File: src/rtl/bat_reg_bank.sv
// ============================================================================
//  Module      : bat_reg_bank
//  Description : NREGS x WIDTH register bank with one bus write port, a
//                registered bus read port, two combinational ALU operand
//                ports, per-register inc/dec strobes and an OUT mirror.
//  Revision    : 1.0 - initial release
// ============================================================================
`default_nettype none

module bat_reg_bank #(
  parameter int WIDTH   = 16,
  parameter int NREGS   = 8,
  parameter int ADDR_W  = 3,
  parameter int OUT_IDX = 7
) (
  input  logic              CLK,
  input  logic              RST,
  input  logic              HALT,
  input  logic              WR_EN,
  input  logic [ADDR_W-1:0] WR_SEL,
  input  logic [WIDTH-1:0]  WR_DATA,
  input  logic              RD_EN,
  input  logic [ADDR_W-1:0] RD_SEL,
  output logic [WIDTH-1:0]  RD_DATA,
  output logic              RD_VALID,
  input  logic [ADDR_W-1:0] SRC1_SEL,
  input  logic [ADDR_W-1:0] SRC2_SEL,
  output logic [WIDTH-1:0]  ALU_IN1,
  output logic [WIDTH-1:0]  ALU_IN2,
  input  logic [NREGS-1:0]  INC,
  input  logic [NREGS-1:0]  DEC,
  output logic [NREGS-1:0]  WRAP,
  output logic [WIDTH-1:0]  OUT,
  output logic              OUT_STROBE
);

  localparam logic [WIDTH-1:0] c_one = WIDTH'(1);

  logic [WIDTH-1:0] r_regs [NREGS];
  logic [WIDTH-1:0] r_rd_data;
  logic             r_rd_valid;
  logic [NREGS-1:0] r_wrap;
  logic             r_out_strobe;

  logic [WIDTH-1:0] w_next [NREGS];
  logic [NREGS-1:0] w_wr_hit;
  logic [NREGS-1:0] w_wrap;
  logic [WIDTH-1:0] w_rd_val;
  logic [WIDTH-1:0] w_alu1;
  logic [WIDTH-1:0] w_alu2;

  // Per-register next state: write beats inc/dec; inc and dec together hold.
  // An index >= NREGS matches no register, so such a write is dropped.
  always_comb begin
    w_wr_hit = '0;
    w_wrap   = '0;
    for (int i = 0; i < NREGS; i++) begin
      w_next[i]   = r_regs[i];
      w_wr_hit[i] = WR_EN && (WR_SEL == ADDR_W'(i));
      if (w_wr_hit[i]) begin
        w_next[i] = WR_DATA;
      end else if (INC[i] && !DEC[i]) begin
        w_next[i] = r_regs[i] + c_one;
        w_wrap[i] = &r_regs[i];
      end else if (DEC[i] && !INC[i]) begin
        w_next[i] = r_regs[i] - c_one;
        w_wrap[i] = ~|r_regs[i];
      end
    end
  end

  // Read returns the write-first next state; ALU ports see current contents.
  always_comb begin
    w_rd_val = '0;
    w_alu1   = '0;
    w_alu2   = '0;
    for (int i = 0; i < NREGS; i++) begin
      if (RD_SEL == ADDR_W'(i)) w_rd_val = w_next[i];
      if (SRC1_SEL == ADDR_W'(i)) w_alu1 = r_regs[i];
      if (SRC2_SEL == ADDR_W'(i)) w_alu2 = r_regs[i];
    end
  end

  always_ff @(posedge CLK) begin
    if (RST) begin
      for (int i = 0; i < NREGS; i++) r_regs[i] <= '0;
      r_rd_data    <= '0;
      r_rd_valid   <= 1'b0;
      r_wrap       <= '0;
      r_out_strobe <= 1'b0;
    end else if (HALT) begin
      r_rd_valid   <= 1'b0;
      r_wrap       <= '0;
      r_out_strobe <= 1'b0;
    end else begin
      for (int i = 0; i < NREGS; i++) r_regs[i] <= w_next[i];
      if (RD_EN) r_rd_data <= w_rd_val;
      r_rd_valid   <= RD_EN;
      r_wrap       <= w_wrap;
      r_out_strobe <= w_wr_hit[OUT_IDX];
    end
  end

  assign RD_DATA    = r_rd_data;
  assign RD_VALID   = r_rd_valid;
  assign WRAP       = r_wrap;
  assign OUT_STROBE = r_out_strobe;
  assign OUT        = r_regs[OUT_IDX];
  assign ALU_IN1    = w_alu1;
  assign ALU_IN2    = w_alu2;

endmodule

`default_nettype wire
File: config.mk
export PLATFORM = sky130hd
export DESIGN_NAME = bat_reg_bank
export DESIGN_NICKNAME = d
export VERILOG_FILES = /design/src/rtl/bat_reg_bank.sv
export SDC_FILE = /design/constraint.sdc
export NUM_CORES = 1
export LEC_CHECK = 0
export ABC_AREA = 1
export BUFFER_PORTS_ARGS = -buffer_cell sky130_fd_sc_hd__buf_2
export CAP_MARGIN = 5
export CELL_PAD_IN_SITES_DETAIL_PLACEMENT = 1
export CELL_PAD_IN_SITES_GLOBAL_PLACEMENT = 2
export CORE_ASPECT_RATIO = 0.9
export CORE_MARGIN = 1.5
export CORE_UTILIZATION = 28
export DETAILED_ROUTE_END_ITERATION = 10
export PLACE_DENSITY = 0.73
export SETUP_SLACK_MARGIN = 0.5
export SLEW_MARGIN = 20
export SYNTH_ARGS = -nofsm -noshare
export SYNTH_HDL_FRONTEND = slang
export SYNTH_SLANG_ARGS = --single-unit
export TNS_END_PERCENT = 50
File: constraint.sdc
create_clock -name CLK -period 4.5 [get_ports CLK]
set_clock_uncertainty 0.05 [all_clocks]
set_input_delay 0.675 -clock CLK [delete_from_list [all_inputs] [get_ports CLK]]
set_output_delay 0.675 -clock CLK [all_outputs]
set_load 0.005 [all_outputs]
# ---- Word-level counts from Yosys, hierarchy flattened
# Memory sizes are Yosys's and may differ from the RTL's.
# Cells that the tools add are included.
dict set report op_classes {
  n_addsub 16
  bitwise_logic 9
  n_mux 77
  reduce_logical 78
  n_eq_ne 28
}
# cell n
set op_table {}
lappend op_table {{16-bit two-way mux} 56}
lappend op_table {{16-bit by 1-bit adder with 16-bit output (second input constant)} 8}
lappend op_table {{16-bit AND reduction} 8}
lappend op_table {{16-bit OR reduction} 8}
lappend op_table {{16-bit by 1-bit subtractor with 16-bit output (second input constant)} 8}
lappend op_table {{3-bit equality test (second input constant)} 16}
lappend op_table {{3-bit by 2-bit equality test with 1-bit output (second input constant)} 8}
lappend op_table {{1-bit logical AND} 24}
lappend op_table {{1-bit zero test} 24}
lappend op_table {{3-bit OR reduction} 8}
lappend op_table {{1-bit two-way mux} 21}
lappend op_table {{3-bit by 1-bit equality test with 1-bit output (second input constant)} 4}
lappend op_table {{3-bit zero test} 4}
lappend op_table {{1-bit bitwise OR} 8}
lappend op_table {{2-bit AND reduction} 1}
lappend op_table {{2-bit OR reduction} 1}
lappend op_table {{1-bit NOT} 1}
dict set report totals {
  input_bits 49
  reg_bits 26
  elab_cells 220
  mem_count 1
  out_inout_bits 74
  mem_bits_rw 128
}
# name depth word_bits read_ports rd_clocked_by_memory_dff wr line_no
set memory_table {}
lappend memory_table {r_regs 8 16 8 0 8 39} ;# logic [WIDTH-1:0] r_regs [NREGS];

# ---- Depth between registers and ports, before layout
# Gate-level depths: netlist of the first run.
dict set report depth {
  ltp_word 13
  mapped_depth 17
  ltp_nobuf 17
}

# ---- Worst setup path after synthesis of the first run
# OpenSTA, ideal clock, no wires.
dict set report synth_path {
  kind {input -> register}
  start {input port RST}
  end {memory r_regs[0][0], enable pin}
  setup_time_ps 492
  n_path_buf 1
  cell_stages 3
  t_required_ps 3958
  arrival_ps 3717
  slack_ps 242
  path_cell_list {clkbuf_1 -> inv_1 -> nand2_1}
}
# element line_no
set synth_lines {}
lappend synth_lines {{from (decl)} 17} ;# input logic RST,
lappend synth_lines {{to (decl)} 39}

# ---- Worst setup path after layout of the first run
dict set report layout_path {
  start {input port SRC2_SEL[2]}
  end {output port ALU_IN2[14]}
}
dict set report layout_between {
  elab_chain_len 9
  elab_cells_between_ends 16
  cone_classes {eq/ne: 7; mux: 8; reduce/logical: 1}
}
# element line_no
set layout_rtl {}
lappend layout_rtl {{from (decl)} 27} ;# input logic [ADDR_W-1:0] SRC2_SEL,
lappend layout_rtl {{3-bit zero test} 80} ;# if (SRC2_SEL == ADDR_W'(i)) w_alu2 = r_regs[i];
lappend layout_rtl {{16-bit two-way mux (7 in a row)} 80}
lappend layout_rtl {{16-bit two-way mux *} 80}
lappend layout_rtl {{to (decl)} 29} ;# output logic [WIDTH-1:0] ALU_IN2,
# Every way passes the cells marked *; elsewhere a longest branch is shown, timed or not.

==> metrics.md, run 1 <==
| Metric | Value |
|---|---|
| Number of global-route vias before repair | 17400 |
| Number of hold buffers added after cts | 0 |
| Reported net switching power | 0.00219 W |
| Total number of H-tree levels | 4 |
| Pins Over Slew Limit | 0 |
| Max Clock Freq | 0.271 GHz |
| Crit path capture type | primary output |
| Post-cts repair resize count | 0 |
| HPWL after DPL | 68.6 mm |
| Routed length per placed instance | 26.8 µm |
| Count of endpoints failing setup in the final report | 0 |
| Actual transition at the worst max-transition pin | 1.11 ns |
| Residual DRC count | 0 |
| Highest net fanout along the worst path | 16 |
| Ratio of total power to cell area | 295 nW/µm² |
| Count of max-cap constraint violations | 0 |
| Portion of total power attributed to the clock network | 30.6% |
| Hold Startpoint | RD_EN |
| Hold Violations, Final | 0 |
| Top cell type by total area after synthesis | edfxtp_1 |
| Total via count after detailed routing | 18200 |
| Worst path arrival time | 2.96 ns |
| Die height | 225 µm |
| Remaining Overflow, GRT | 0 |
| Seq/Total Area, Yosys | 28.5% |
| Cell count of the worst reg-to-reg path | 13 |
| Slack of the critical path | 0.815 ns |
| Endpoint with the worst hold slack | RD_VALID |
| Antenna Violating Nets Remaining | 0 |
| Maximum resistive drop on vdd | 0.000218 V |
| Effective utilization at floorplan | 28.2% |
| Sum of negative setup slack | 0 ns |
| Mapped Avg Cell Area | 6.31 µm² |
| Number of sinks handled by clock tree synthesis | 154 |
| Worst min path class | in2reg |
| Worst EP required | 3.77 ns |
| Pin count of the biggest net entering global routing | 75 |
| Area of the mapped netlist | 15300 µm² |
| Worst setup timing slack at the placement stage | 0.922 ns |
| Final cell count without fillers | 3211 |
| Via density | 5.67 |
| Weighted congestion at the end of routability-driven global placement | 0.983 |
| Filler cell count in the final layout | 6993 |
| Primary FF master, synth | edfxtp_1 |
| CTS Buf Count | 17 |
| Final Critical Period | 3.68 ns |
| Register-to-register setup slack | 1.47 ns |
| Standard-cell rows | 81 |
| Share of the core filled with cells | 31.6% |
| Combinational share of power | 31.0% |
| Iteration-0 DRC count of the detailed router | 2080 |
| Startpoint of the lowest-slack register-to-register path | r_regs[0][48] |
| Number of instances in the synthesized netlist | 2426 |
| Power, Total | 0.00505 W |
| Synth unique cells | 56 |
| I/O pins | 123 |
| Yosys warnings | 0 |
| # port buffers | 122 |
| CTS clock-pin slew for the worst setup and hold paths | 0.08 ns |
| Wire length of the first global-routing pass | 123 mm |
| Core area | 54200 µm² |
| DIE AREA | 56100 µm² |
| Kind of critical path | in2out |
| Number of antenna violations at the first check in global routing | 5 |
| Final net count | 2562 |
| Chip width | 250 µm |
| Post-CTS setup buffer count | 0 |
| Fraction of synthesized cell area taken by the top area cell type | 25.1% |
| Status | finished, final reports clean |
| Most instantiated library cell after synthesis | nand2_1 |
| Root cell of the clock tree | clkbuf_16 |
| Clock insertion delay at the later pin of the skew report | 0.51 ns |
| Sequential power share | 38.5% |
| Static Leakage | 7.48 nW |
| Reg2Reg Capture Point | RD_DATA[10] |
| Area Growth Syn to Fin | 11.9% |
| Ranking of synthesized cells by instance count | 671 x nand2_1, 308 x nor2_1, 274 x inv_1, 217 x nand3_1, 128 x edfxtp_1 |
| Total global-route track usage | 30.4% |
| Post-route fraction of the period consumed by the critical path | 81.9% |
| TritonCTS clock tree | built |
| Switching share of total power | 43.5% |
| Total routed wirelength | 86.1 mm |
| Unrepaired setup endpoints after global routing | no |
| Startpoint types | primary input |
| Number of cells on the worst hold path | 3 |
| Dominant cells by area after synthesis | edfxtp_1 25%, nand2_1 16%, nor2_1 7.5% |
| Synthesized flop and latch total | 154 |
| Ratio of cells with drive above 1 in the final layout | 12.3% |
| 1st-pass router iterations | 6 |
| Number of placed instances, taps included | 3176 |
| Number of flops mapped to enable cells by yosys | 128 |
| Proportion of register bits with asynchronous set or reset after synthesis | 0% |
| Cell Int Power | 0.00286 W |
| Net count after synthesis | 2498 |
| Headroom to the max-slew limit | 25.5% |
| Max Buffers Root-to-Sink | 2 |
==> metal layers <==
| metal | up-vias | global-route usage (%) | routed length [µm] | part of all wire (%) |
|---|---|---|---|---|
| met5 | - | 0 | 23 | 0.027 |
| met4 | 4 | 10.3 | 2680 | 3.1 |
| met3 | 120 | 5.07 | 7210 | 8.4 |
| met2 | 800 | 44.1 | 35500 | 41 |
| met1 | 9082 | 45.1 | 40700 | 47 |
| li1 | 8213 | - | - | - |
==> kinds of logic after synthesis <==
family,Yosys count,synth area share [%]
and+or+nand+nor,1382,39.3
AOI/OAI and AO/OA,391,15.8
DFF,154,28.5
buffers and inverters,421,11.4
adders and majority gates,23,1.88
xor gates and xnor gates,55,3.15
==> critical path, cell delays in order <==
cell and delay (ns):
buf_2 0.13, inv_1 0.10, nand3_1 0.63, o22ai_1 0.16
a2111oi_0 0.76, buf_4 0.24, o2111ai_1 0.10, buf_2 0.16
==> layout make-up <==
cell class / instances / area [µm²] / area share, %
multi-input combinational: 1851 / 9250 / 54.0
sequential: 154 / 4360 / 25.5
clock inverter: 15 / 160 / 0.934
antenna: 3 / 7.51 / 0.0438
tap: 705 / 882 / 5.15
timing repair buffer: 154 / 876 / 5.11
clock buffer: 17 / 425 / 2.48
inverter: 312 / 1180 / 6.86
==> power by group through the flow <==
stage	combinational, W	sequential (W)	clock, W
floorplan	0.000958	0.00181	0
global placement	0.00150	0.00195	0
detailed placement	0.00152	0.00195	0
CTS	0.00153	0.00192	0.00155
global route	0.00169	0.00195	0.00159
finish	0.00156	0.00194	0.00154
==> sequential cells by signal, indices dropped and copies added (netlist names) <==
register and cells:
RD_VALID 1, OUT_STROBE 1, r_regs 128, WRAP 8
RD_DATA 16
==> how the worst max path moves through the flow <==
stage                start            to  slack [ns]  cells after the start
3_3_place_gp   SRC2_SEL[2]   ALU_IN2[14]        0.98                      8
5_1_grt        SRC2_SEL[2]   ALU_IN2[14]        0.85                      8
3_5_place_dp   SRC2_SEL[2]   ALU_IN2[14]        0.92                      8
2_1_floorplan          RST  r_regs[0][0]        1.47                      3
4_1_cts        SRC2_SEL[2]   ALU_IN2[14]        0.92                      8
6_report       SRC2_SEL[2]   ALU_IN2[14]        0.82                      8
==> metrics by stage <==
| stage | cell area [µm²] | hold slack (ns) |
|---|---|---|
| 2_1_floorplan | 15300 | 0.411 |
| 3_3_place_gp | 16500 | 0.404 |
| 3_5_place_dp | 16500 | 0.410 |
| 4_1_cts | 17100 | 0.393 |
| 5_1_grt | 17100 | 0.437 |
| 6_report | 17100 | 0.415 |
==> layout by cell type (no fill, tap or decap), drive strengths merged, types with 2 or more instances in the layout <==
cell type and n:
a22o 2, diode 3, o22ai 29, o221ai 27, a221oi 19, a2111oi 8
nand3 221, o211ai 10, nand2 683, clkbuf 17, o2111ai 23, edfxtp 128
ha 23, xor2 54, or2 20, buf 154, nand4 49, nand3b 6
a21oi 84, a31oi 9, nor2 336, nor4 12, clkinv 11, dfxtp 26
nor3 51, o21a 7, o21ai 170, inv 315
No activity file was read; power rests on OpenSTA's default activity.
==> run 2, diff against run 1 <==
PLACE_DENSITY = 0.7   (was 0.73)
clock period = 3.8 ns   (was 4.5 ns; I/O delays follow)
==> metrics.md, run 2 (synthesis gave the netlist of run 1 again) <==
| Metric | Value |
|---|---|
| Area Growth Syn to Fin | 12.3% (was 11.9%) |
| Antenna Cells | 0 (was 3) |
| Count of endpoints failing setup in the final report | 0 (unchanged) |
| Effective utilization at floorplan | 28.2% (unchanged) |
| Number of sinks handled by clock tree synthesis | 154 (unchanged) |
| Remaining Overflow, GRT | 0 (unchanged) |
| Timing startpoint of the critical path | SRC2_SEL[0] (was SRC2_SEL[2]) |
| Clock insertion delay at the later pin of the skew report | 0.51 ns (about the same) |
| DIE AREA | 56100 µm² (unchanged) |
| Core area | 54200 µm² (unchanged) |
| Register-to-register setup slack | 0.82 ns (was 1.47 ns) |
| Reg2Reg Capture Point | RD_DATA[12] (was RD_DATA[10]) |
| Startpoint of the lowest-slack register-to-register path | r_regs[0][49] (was r_regs[0][48]) |
| Ratio of cells with drive above 1 in the final layout | 12.4% (was 12.3%) |
| Max Clock Freq | 0.307 GHz |
| Root cell of the clock tree | clkbuf_16 (unchanged) |
| Static Leakage | 7.52 nW (was 7.48 nW) |
| Final cell count without fillers | 3214 (was 3211) |
| Most common cell after layout, fill and taps aside | nand2_1 (unchanged) |
| Standard-cell rows | 81 (unchanged) |
| Unrepaired setup endpoints after global routing | yes (was no) |
| Number of placed instances, taps included | 3182 (was 3176) |
| Status | finished, final reports clean (unchanged) |
| Pin count of the biggest net entering global routing | 104 (was 75) |
| Number of antenna violations at the first check in global routing | 2 (was 5) |
| CTS clock-pin slew for the worst setup and hold paths | 0.08 ns (about the same) |
| Sum of negative setup slack | 0 ns (unchanged) |
| Via density | 5.60 (was 5.67) |
| Critical path capture point | ALU_IN2[15] (was ALU_IN2[14]) |
| Total number of H-tree levels | 4 (unchanged) |
| Routed length per placed instance | 26.8 µm (about the same) |
| Final net count | 2568 (was 2562) |
| Chip width | 250 µm (unchanged) |
| Post-route fraction of the period consumed by the critical path | 85.6% |
| Startpoint types | primary input (unchanged) |
| Commonest cells after routing, fill and taps aside | 670 x nand2_1, 308 x nor2_1, 273 x inv_1, 217 x nand3_1, 128 x edfxtp_1 (unchanged) |
| Max Buffers Root-to-Sink | 2 (unchanged) |
| Worst min path class | in2reg (unchanged) |
| Antenna Violating Nets Remaining | 0 (unchanged) |
| Die height | 225 µm (unchanged) |
| Pins Over Slew Limit | 0 (unchanged) |
| HPWL after DPL | 68.6 mm (about the same) |
| Worst path arrival time | 2.63 ns (was 2.96 ns) |
| Headroom to the max-slew limit | 33.1% (was 25.5%) |
| Crit path capture type | primary output (unchanged) |
| Total global-route track usage | 30.6% (was 30.4%) |
| Weighted congestion at the end of routability-driven global placement | 0.992 (was 0.983) |
| Iteration-0 DRC count of the detailed router | 1929 (was 2080) |
| Count of max-cap constraint violations | 0 (unchanged) |
| Ratio of total power to cell area | 356 nW/µm² (was 295 nW/µm²) |
| Worst EP required | 3.18 ns (was 3.77 ns) |
| Wire length of the first global-routing pass | 123 mm (about the same) |
| CTS Buf Count | 17 (unchanged) |
| Final Critical Period | 3.25 ns |
| Register name with the most flops | r_regs (unchanged) |
| I/O pins | 123 (unchanged) |
| # port buffers | 122 (unchanged) |
| Total via count after detailed routing | 18000 (was 18200) |
| Maximum resistive drop on vdd | 0.000385 V (was 0.000218 V) |
| Hold Violations, Final | 0 (unchanged) |
| Kind of critical path | in2out (unchanged) |
| Highest net fanout along the worst path | 10 (was 16) |
| Total routed wirelength | 86.3 mm (was 86.1 mm) |
| Cell count of the worst reg-to-reg path | 16 (was 13) |
| Number of global-route vias before repair | 17200 (was 17400) |
| Actual transition at the worst max-transition pin | 0.998 ns (was 1.11 ns) |
| TritonCTS clock tree | built (unchanged) |
| 1st-pass router iterations | 5 (was 6) |
| Max reg flops | 128 (unchanged) |
| Power, Total | 0.00612 W (was 0.00505 W) |
| Residual DRC count | 0 (unchanged) |
run 2: changes by cell type in the layout (fill, tap and decap cells not counted), moves of 2 or more:
cell       change
inv_6          +2
buf_4          +6
bufinv_16      +2
clkinv_4       -3
a2111oi_1      +2
a2111oi_0      -2
diode_2        -3
clkinv_8       -3
run 2: repair_timing:
action | CTS | global route
setup buffers | 0 | 0
endpoints found under the setup margin | 1 | 2
gates resized for setup | 1 | 1
hold buffers | 0 | 0
pin swaps | 0 | 0
run 2: worst min path at each step:
stage | startpoint | to | cells after the start
final | RD_EN | RD_VALID | 3
after floorplan | RD_DATA[10] | RD_DATA[10] | 2
after global routing | RD_EN | RD_VALID | 3
after global placement | RD_DATA[14] | RD_DATA[14] | 2
after detailed placement | RD_DATA[15] | RD_DATA[15] | 2
after CTS | RD_EN | RD_VALID | 3
run 2: critical path: stages:
cell	delay [ns]
buf_2	0.15
inv_1	0.09
nor3_2	0.68
inv_1	0.33
o21ai_0	0.35
o22ai_1	0.16
o221ai_1	0.13
buf_2	0.16
run 2: area by class of cell:
type                       instances  area, µm²
inverter                         312       1180
tap                              705        882
multi-input combinational       1851       9260
clock inverter                    15        174
fill                            6995      37000
timing repair buffer             160        921
sequential                       154       4360
clock buffer                      17        425
run 2: per-stage QoR:
step           util (%)  hold slack [ns]  worst slack (ns)  area (µm²)
2_1_floorplan         -            0.411             0.877       15300
3_3_place_gp       30.6            0.400             0.519       16600
3_5_place_dp       30.6            0.409             0.572       16600
4_1_cts            31.7            0.208             0.514       17200
5_1_grt            31.7            0.239             0.490       17200
6_report           31.7            0.233             0.548       17200
run 2: routing by layer:
metal	global-route usage (%)	wire length [µm]
met3	5.97	6950
met4	9.87	2480
met5	0	17
met1	45.7	42100
met2	43.4	34700
run 2: power by group:
part | internal, W | switching (W)
Sequential | 0.00199 | 0.000310
Clock | 0.000992 | 0.000946
Combinational | 0.000531 | 0.00135
